===== src/rtl/sprite_draw_queue_if.sv =====
// Bundles the producer (SPI side) and consumer (sprite_driver side) signals of sprite_draw_queue.
// With SPRITE_QUEUE_STATS_EN defined, the interface also carries drop_count and high_water.
interface sprite_draw_queue_if #(
    parameter int DEPTH   = 64,
    parameter int ID_W    = 8,
    parameter int POS_W   = 16,
    parameter int SCALE_W = 8
);
    localparam int CNT_W = $clog2(DEPTH) + 1;

    logic               enqueue;
    logic [ID_W-1:0]    in_id;
    logic [POS_W-1:0]   in_x;
    logic [POS_W-1:0]   in_y;
    logic [SCALE_W-1:0] in_scale;
    logic               commit;
    logic               discard;
    logic               full;
    logic               overflow;

    logic               dequeue;
    logic               is_empty;
    logic [ID_W-1:0]    sprite_id;
    logic [POS_W-1:0]   sprite_x;
    logic [POS_W-1:0]   sprite_y;
    logic [SCALE_W-1:0] sprite_scale;
    logic [CNT_W-1:0]   count;

`ifdef SPRITE_QUEUE_STATS_EN
    logic [15:0]        drop_count;
    logic [CNT_W-1:0]   high_water;

    modport master (
        output enqueue, in_id, in_x, in_y, in_scale, commit, discard, dequeue,
        input  full, overflow, is_empty, sprite_id, sprite_x, sprite_y, sprite_scale, count,
        input  drop_count, high_water
    );

    modport slave (
        input  enqueue, in_id, in_x, in_y, in_scale, commit, discard, dequeue,
        output full, overflow, is_empty, sprite_id, sprite_x, sprite_y, sprite_scale, count,
        output drop_count, high_water
    );
`else
    modport master (
        output enqueue, in_id, in_x, in_y, in_scale, commit, discard, dequeue,
        input  full, overflow, is_empty, sprite_id, sprite_x, sprite_y, sprite_scale, count
    );

    modport slave (
        input  enqueue, in_id, in_x, in_y, in_scale, commit, discard, dequeue,
        output full, overflow, is_empty, sprite_id, sprite_x, sprite_y, sprite_scale, count
    );
`endif

endinterface


===== src/rtl/sprite_draw_queue.sv =====
// Frame-staged FWFT queue of sprite draw commands: enqueued entries stay invisible until commit.
// Optional statistics (drop_count, high_water) are built when SPRITE_QUEUE_STATS_EN is defined.
module sprite_draw_queue #(
    parameter int DEPTH   = 64,
    parameter int ID_W    = 8,
    parameter int POS_W   = 16,
    parameter int SCALE_W = 8
) (
    input logic                  clock,
    input logic                  reset,
    sprite_draw_queue_if.slave   bus
);
    localparam int AW = $clog2(DEPTH);
    localparam int PW = AW + 1;

    typedef struct packed {
        logic [ID_W-1:0]    id;
        logic [POS_W-1:0]   x;
        logic [POS_W-1:0]   y;
        logic [SCALE_W-1:0] scale;
    } entry_t;

    entry_t         mem_q [DEPTH];

    logic [PW-1:0]  wrPtr_q, wrPtr_d;
    logic [PW-1:0]  commitPtr_q, commitPtr_d;
    logic [PW-1:0]  rdPtr_q, rdPtr_d;
    logic           full_q, full_d;
    logic           isEmpty_q, isEmpty_d;
    logic           overflow_q, overflow_d;
    logic [PW-1:0]  count_q, count_d;
    entry_t         head_q, head_d;

    logic           dropByDiscard;
    logic           dropByFull;
    logic           accept;
    logic           pop;
    logic [PW-1:0]  wrAdvanced;
    entry_t         inEntry;

    assign inEntry = '{id: bus.in_id, x: bus.in_x, y: bus.in_y, scale: bus.in_scale};

    // Next-state for all pointers and flags. Commit beats discard, and a discard
    // swallows a same-cycle enqueue silently. A bare discard or commit clears overflow
    // even if an enqueue is dropped for fullness in that same cycle.
    always_comb begin
        dropByDiscard = bus.enqueue && bus.discard && !bus.commit;
        dropByFull    = bus.enqueue && full_q && !dropByDiscard;
        accept        = bus.enqueue && !full_q && !dropByDiscard;
        pop           = bus.dequeue && !isEmpty_q;

        wrAdvanced  = wrPtr_q + PW'(accept);
        wrPtr_d     = (bus.discard && !bus.commit) ? commitPtr_q : wrAdvanced;
        commitPtr_d = bus.commit ? wrAdvanced : commitPtr_q;
        rdPtr_d     = rdPtr_q + PW'(pop);

        isEmpty_d  = (rdPtr_d == commitPtr_d);
        full_d     = ((wrPtr_d - rdPtr_d) == PW'(DEPTH));
        count_d    = commitPtr_d - rdPtr_d;
        overflow_d = (bus.commit || bus.discard) ? 1'b0 : (overflow_q || dropByFull);

        // The head may be the very entry being written this cycle (commit with enqueue
        // into an empty queue), so forward it around the RAM.
        head_d = head_q;
        if (!isEmpty_d) begin
            if (accept && (wrPtr_q[AW-1:0] == rdPtr_d[AW-1:0])) begin
                head_d = inEntry;
            end else begin
                head_d = mem_q[rdPtr_d[AW-1:0]];
            end
        end
    end

    always_ff @(posedge clock) begin
        if (accept) begin
            mem_q[wrPtr_q[AW-1:0]] <= inEntry;
        end
    end

    always_ff @(posedge clock) begin
        if (reset) begin
            wrPtr_q     <= '0;
            commitPtr_q <= '0;
            rdPtr_q     <= '0;
            full_q      <= 1'b0;
            isEmpty_q   <= 1'b1;
            overflow_q  <= 1'b0;
            count_q     <= '0;
            head_q      <= '0;
        end else begin
            wrPtr_q     <= wrPtr_d;
            commitPtr_q <= commitPtr_d;
            rdPtr_q     <= rdPtr_d;
            full_q      <= full_d;
            isEmpty_q   <= isEmpty_d;
            overflow_q  <= overflow_d;
            count_q     <= count_d;
            head_q      <= head_d;
        end
    end

    assign bus.full         = full_q;
    assign bus.overflow     = overflow_q;
    assign bus.is_empty     = isEmpty_q;
    assign bus.count        = count_q;
    assign bus.sprite_id    = head_q.id;
    assign bus.sprite_x     = head_q.x;
    assign bus.sprite_y     = head_q.y;
    assign bus.sprite_scale = head_q.scale;

`ifdef SPRITE_QUEUE_STATS_EN
    logic [15:0]   dropCount_q, dropCount_d;
    logic [PW-1:0] highWater_q, highWater_d;
    logic [PW-1:0] occupancy_d;

    // Only capacity drops are counted; entries swallowed by discard were never meant to land.
    always_comb begin
        occupancy_d = wrPtr_d - rdPtr_d;
        dropCount_d = dropCount_q;
        if (dropByFull && (dropCount_q != 16'hFFFF)) begin
            dropCount_d = dropCount_q + 16'd1;
        end
        highWater_d = (occupancy_d > highWater_q) ? occupancy_d : highWater_q;
    end

    always_ff @(posedge clock) begin
        if (reset) begin
            dropCount_q <= '0;
            highWater_q <= '0;
        end else begin
            dropCount_q <= dropCount_d;
            highWater_q <= highWater_d;
        end
    end

    assign bus.drop_count = dropCount_q;
    assign bus.high_water = highWater_q;
`endif

endmodule


===== src/flat_wrapper.sv =====
// flat-port wrapper written by rule: the top's interface ports become plain ports
module sprite_draw_queue_flat 
#(
    parameter int DEPTH   = 64,
    parameter int ID_W    = 8,
    parameter int POS_W   = 16,
    parameter int SCALE_W = 8
)
  (clock, reset, bus_enqueue, bus_in_id, bus_in_x, bus_in_y, bus_in_scale, bus_commit, bus_discard, bus_dequeue, bus_full, bus_overflow, bus_is_empty, bus_sprite_id, bus_sprite_x, bus_sprite_y, bus_sprite_scale, bus_count);
  sprite_draw_queue_if #(.DEPTH(DEPTH), .ID_W(ID_W), .POS_W(POS_W), .SCALE_W(SCALE_W)) bus_i ();
  input logic clock;
  input logic reset;
  input wire logic [$bits(bus_i.enqueue)-1:0] bus_enqueue;
  input wire logic [$bits(bus_i.in_id)-1:0] bus_in_id;
  input wire logic [$bits(bus_i.in_x)-1:0] bus_in_x;
  input wire logic [$bits(bus_i.in_y)-1:0] bus_in_y;
  input wire logic [$bits(bus_i.in_scale)-1:0] bus_in_scale;
  input wire logic [$bits(bus_i.commit)-1:0] bus_commit;
  input wire logic [$bits(bus_i.discard)-1:0] bus_discard;
  input wire logic [$bits(bus_i.dequeue)-1:0] bus_dequeue;
  output wire logic [$bits(bus_i.full)-1:0] bus_full;
  output wire logic [$bits(bus_i.overflow)-1:0] bus_overflow;
  output wire logic [$bits(bus_i.is_empty)-1:0] bus_is_empty;
  output wire logic [$bits(bus_i.sprite_id)-1:0] bus_sprite_id;
  output wire logic [$bits(bus_i.sprite_x)-1:0] bus_sprite_x;
  output wire logic [$bits(bus_i.sprite_y)-1:0] bus_sprite_y;
  output wire logic [$bits(bus_i.sprite_scale)-1:0] bus_sprite_scale;
  output wire logic [$bits(bus_i.count)-1:0] bus_count;
  assign bus_i.enqueue = bus_enqueue;
  assign bus_i.in_id = bus_in_id;
  assign bus_i.in_x = bus_in_x;
  assign bus_i.in_y = bus_in_y;
  assign bus_i.in_scale = bus_in_scale;
  assign bus_i.commit = bus_commit;
  assign bus_i.discard = bus_discard;
  assign bus_i.dequeue = bus_dequeue;
  assign bus_full = bus_i.full;
  assign bus_overflow = bus_i.overflow;
  assign bus_is_empty = bus_i.is_empty;
  assign bus_sprite_id = bus_i.sprite_id;
  assign bus_sprite_x = bus_i.sprite_x;
  assign bus_sprite_y = bus_i.sprite_y;
  assign bus_sprite_scale = bus_i.sprite_scale;
  assign bus_count = bus_i.count;
  sprite_draw_queue #(.DEPTH(DEPTH), .ID_W(ID_W), .POS_W(POS_W), .SCALE_W(SCALE_W)) u_core (.clock(clock), .reset(reset), .bus(bus_i));
endmodule

===== config.mk =====
export PLATFORM = sky130hd
export DESIGN_NAME = sprite_draw_queue_flat
export DESIGN_NICKNAME = d
export VERILOG_FILES = /design/src/rtl/sprite_draw_queue_if.sv /design/src/rtl/sprite_draw_queue.sv /design/src/flat_wrapper.sv
export SDC_FILE = /design/constraint.sdc
export NUM_CORES = 2
export LEC_CHECK = 0
export ABC_AREA = 1
export CAP_MARGIN = 15
export CORE_AREA = 8 8 551 553
export CTS_CLUSTER_DIAMETER = 150
export CTS_CLUSTER_SIZE = 20
export DETAILED_ROUTE_END_ITERATION = 7
export DIE_AREA = 0 0 559 561
export PLACE_DENSITY = 0.69
export SKIP_LAST_GASP = 1
export SYNTH_ARGS = -nofsm -noshare
export SYNTH_HDL_FRONTEND = slang
export SYNTH_SLANG_ARGS = --single-unit

===== constraint.sdc =====
create_clock -name clock -period 4.88 [get_ports clock]
set_input_delay 0.976 -clock clock [delete_from_list [all_inputs] [get_ports clock]]
set_output_delay 0.976 -clock clock [all_outputs]
set_load 0.02 [all_outputs]

==> summary.txt <==
STA
  – Max Clock Skew: between 0.05 and 0.06 ns
  – WHS: 0.451 ns
  – Crit share post-route: 77.7%
  – RSZ-0062 raised after global routing: no
  – Final Max Slew Viols: 0
  – Worst slew margin: a little over a fifth
  – Final Setup Violations: 0
  – Least-Margin Pin Slew: 1.18 ns
  – Achievable Freq: roughly 260 MHz
  – Period minus WS final: about 3.8 ns
  – Final Hold Viols: 0
  – Total Neg Setup Slack: 0 ns

Power and ir drop
  – Net Sw Power: 15.9 mW
  – Net Sw Frac: 28.6%
  – Comb power frac: 18.2%
  – Max IR drop VDD: 0.000406 V
  – Share of power burned in registers: 54.1%
  – Leak: 47.8 nW
  – Cell-internal power: 39.8 mW
  – Power Density: 402 nW/um2
  – Clock power share: 27.7%

Clocking
  – Clock Path Buffers: 3
  – Post-CTS setup buffers: 0
  – Inserted Clock Buffers: 176
  – Root buffer cell: clkbuf_16
  – Num Clock Sinks: 3151
  – Worst-path clk slew: 0.09 ns
  – Resize count post-CTS: 0
  – CTS H-Tree Depth: 4
  – # hold bufs at CTS: 0
  – CTS tree: done
  – Clk Latency, worst-skew pair: 0.89 ns

Die
  – Row cnt: 200
  – Core box area: 295000 um2
  – Initial Utilization: 42.8%
  – Die Wd: 559 um
  – Height of the chip: around 560 um
  – I/O pin cnt: 112
  – Area of the die: 314000 um2

Worst setup path
  – Largest stage delay, worst path: 0.42 ns
  – Crit-path cells: clkdlybuf4s50_1 -> inv_1 -> nand2_1 -> nand3_1 -> clkinv_1 -> ha_1 -> ha_1 -> nand2_1 -> nor2_1 -> xor2_1 -> inv_1 -> nand2_1 -> nand2_1 -> ha_1 -> nand2_1 -> nor3_1 -> nand3_2 -> nand2_2 -> buf_12 -> buf_12 -> nor2_1 -> nand2_1 -> nand2_1
  – Critical path arrival: 4.54 ns
  – Reg2reg start: u_core.wrPtr_q[3]
  – Worst Setup End Kind: flip-flop
  – Reg-to-reg setup timing slack: between 1 and 1.5 ns
  – Slowest CP cell: clkdlybuf4s50_1
  – CP required: 5.63 ns
  – Worst reg-to-reg path cell count: 18
  – WP buf/inv: 6
  – Cell count along the critical path: 23
  – Worst-path fanout max: 22
  – Most common cell type on the critical path: nand2_1
  – Setup CP Type: primary input to flip-flop
  – Worst reg2reg endpoint: u_core.bus.sprite_scale[2]
  – CP startpoint kind: primary input
  – Family with the most delay on the worst path: simple AND/OR/NAND/NOR gates

Detailed routing
  – DR WL met3: 44100 um
  – Final wirelength: around 380000 um
  – DR iter-0 viols: 13300
  – WL per Instance: 26.0 um
  – Wl on met1: 141000 um
  – DRC viols: 0
  – ANT nets after route: 0
  – Metal2 WL: between 150000 and 200000 um
  – Top sig layer: met5
  – First-pass DRT Iterations: 8
  – Via density: 5.92
  – Via count: 86400

Logic synthesis
  – Async SR Flop Fraction: 0%
  – Post-synth top area share: 73.1%
  – Cell taking the most area after synthesis: edfxtp_1
  – Register area share after synthesis: approximately 74%
  – Top FF cell, synth: edfxtp_1
  – Syn Nets: 10700
  – Synth Cell Area: 126000 um2
  – Post-synth cell types: 29
  – Mapped Cells: 10600
  – Synth Register Bits: ~3200
  – Number of warnings issued by yosys: 0
  – Syn Area/Cell: between 10 and 15 um2
  – Number of synthesized flops with an enable pin: 3072
  – Area contributors post-synth: edfxtp_1 73%, nand3_1 12%, nand2_1 10%

Cells and area
  – Final instance area: between 100000 and 150000 um2
  – Fillers: approximately 25000
  – Multi-input combinational cell area: 29700 um2
  – FF/Latch Area: 93800 um2
  – Synth-to-Final Area Change: 9.93%
  – Nets@finish: 10600
  – Share of layout cells above drive strength 1: 6.53%

Flow run
  – Max-Cap Viols: 0

Placed design
  – Cell Area, Placed: 134000 um2
  – Dpl hpwl: 206000 um
  – Count of buffers from port buffering: 111
  – GPL Wtd Cong: 0.855

Global route
  – Antenna violations before repair: 12
  – Global-route wire length before repair: 546000 um
  – Global Route Usage Sum: 23.2%
  – Largest net degree at the start of global routing: 146
  – Vias in the first global route: 81000
  – GR Overflow Total: 0

Hold path
  – WHS Endpoint: u_core.mem_q[55][43]
  – HP Start: bus_in_id[3]
  – WHS Path Cells: 1
  – Worst hold path type: primary input to flip-flop

Run status
  – Status: finished, final reports clean
cells in the final DEF, fill, tap and decap left out, drive strengths merged, types with 2 or more instances in the layout:
| cell | count |
|---|---|
| nand2 | 3464 |
| edfxtp | 3072 |
| nand3 | 2960 |
| buf | 416 |
| clkbuf | 258 |
| nor2 | 197 |
| dfxtp | 79 |
| clkdlybuf4s50 | 63 |
| inv | 52 |
| a21oi | 17 |
| ha | 16 |
| nand4 | 10 |
| diode | 9 |
| o21ai | 9 |
| xnor2 | 7 |
| clkinv | 5 |
| xor2 | 4 |
| a31oi | 2 |
cell type report:
class / count / area share, %
Sequential cell: 3151 / 67.7
Antenna cell: 9 / 0.0162
Tap cell: 3939 / 3.55
Clock inverter: 15 / 0.219
Clock buffer: 258 / 3.41
Timing Repair Buffer: 479 / 3.60
Multi-Input combinational cell: 6692 / 21.4
Inverter: 43 / 0.134
stage by stage:
stage               power (mW)  instances  worst slack [ns]  util [%]
global route              57.7      14600             0.933      47.0
floorplan                 37.0      10600             0.581         -
detailed placement        40.8      14300             0.388      45.3
CTS                       55.7      14600              1.27      47.0
global placement          40.5      14300             0.397      45.3
finish                    55.7      14600              1.09      47.0
registers in the layout, indices dropped and copies added (netlist names):
| signal | flops |
|---|---|
| u_core.bus.full | 1 |
| u_core.bus.count | 7 |
| u_core.mem_q | 3072 |
| u_core.bus.sprite_id | 8 |
| u_core.bus.sprite_x | 16 |
| u_core.bus.sprite_scale | 8 |
| u_core.commitPtr_q | 7 |
| u_core.wrPtr_q | 7 |
| u_core.rdPtr_q | 7 |
| u_core.bus.sprite_y | 16 |
| u_core.bus.is_empty | 1 |
| u_core.bus.overflow | 1 |
cell families (layout without fill, tap and decap cells):
group                      after synthesis  after routing  synth area share, %
and+or+nand+nor                       6634           6634                 22.7
other                                    0              9                    0
xor gates and xnor gates                11             11               0.0764
DFF                                   3151           3151                 74.4
adders and majority gates               17             17                0.175
buffers and inverters                  741            795                 2.54
AOI/OAI and AO/OA                       30             30                0.124
cells in the mapped netlist, types with 3 or more instances:
library cell / n
nand3_1: 2958
nand2_1: 3462
xnor2_1: 7
o21ai_0: 9
ha_1: 16
nor2_1: 193
buf_2: 306
xor2_1: 4
clkbuf_1: 274
nor2_2: 4
buf_1: 109
edfxtp_1: 3072
inv_2: 7
buf_4: 8
dfxtp_1: 79
nand4_1: 10
inv_1: 33
clkinv_1: 3
a21oi_1: 17
power by group through the flow:
stage                     sequential, mW  combinational (mW)  clock, mW
final                               30.2                10.2       15.4
after global routing                30.2                11.1       16.4
after CTS                           30.2                10.0       15.5
after detailed placement            30.8                10.0          0
after global placement              30.8                9.76          0
after floorplan                     30.8                6.23          0
layer usage:
metal	vias up	track usage [%]
li1	37300	-
met1	42300	30.5
met4	4	11.8
met5	-	0.274
met3	1060	4.81
met2	5637	36.6
worst max path at each step:
stage / from / to / slack (ns)
after detailed placement: bus_commit / u_core.bus.sprite_scale[2] / 0.39
final: bus_commit / u_core.bus.sprite_scale[2] / 1.09
after global routing: bus_commit / u_core.bus.sprite_scale[2] / 0.93
after global placement: bus_commit / u_core.bus.sprite_id[0] / 0.40
after floorplan: bus_commit / u_core.mem_q[10][0] / 0.58
after CTS: bus_commit / u_core.bus.sprite_scale[2] / 1.27
(Power assumes the default switching activity.)
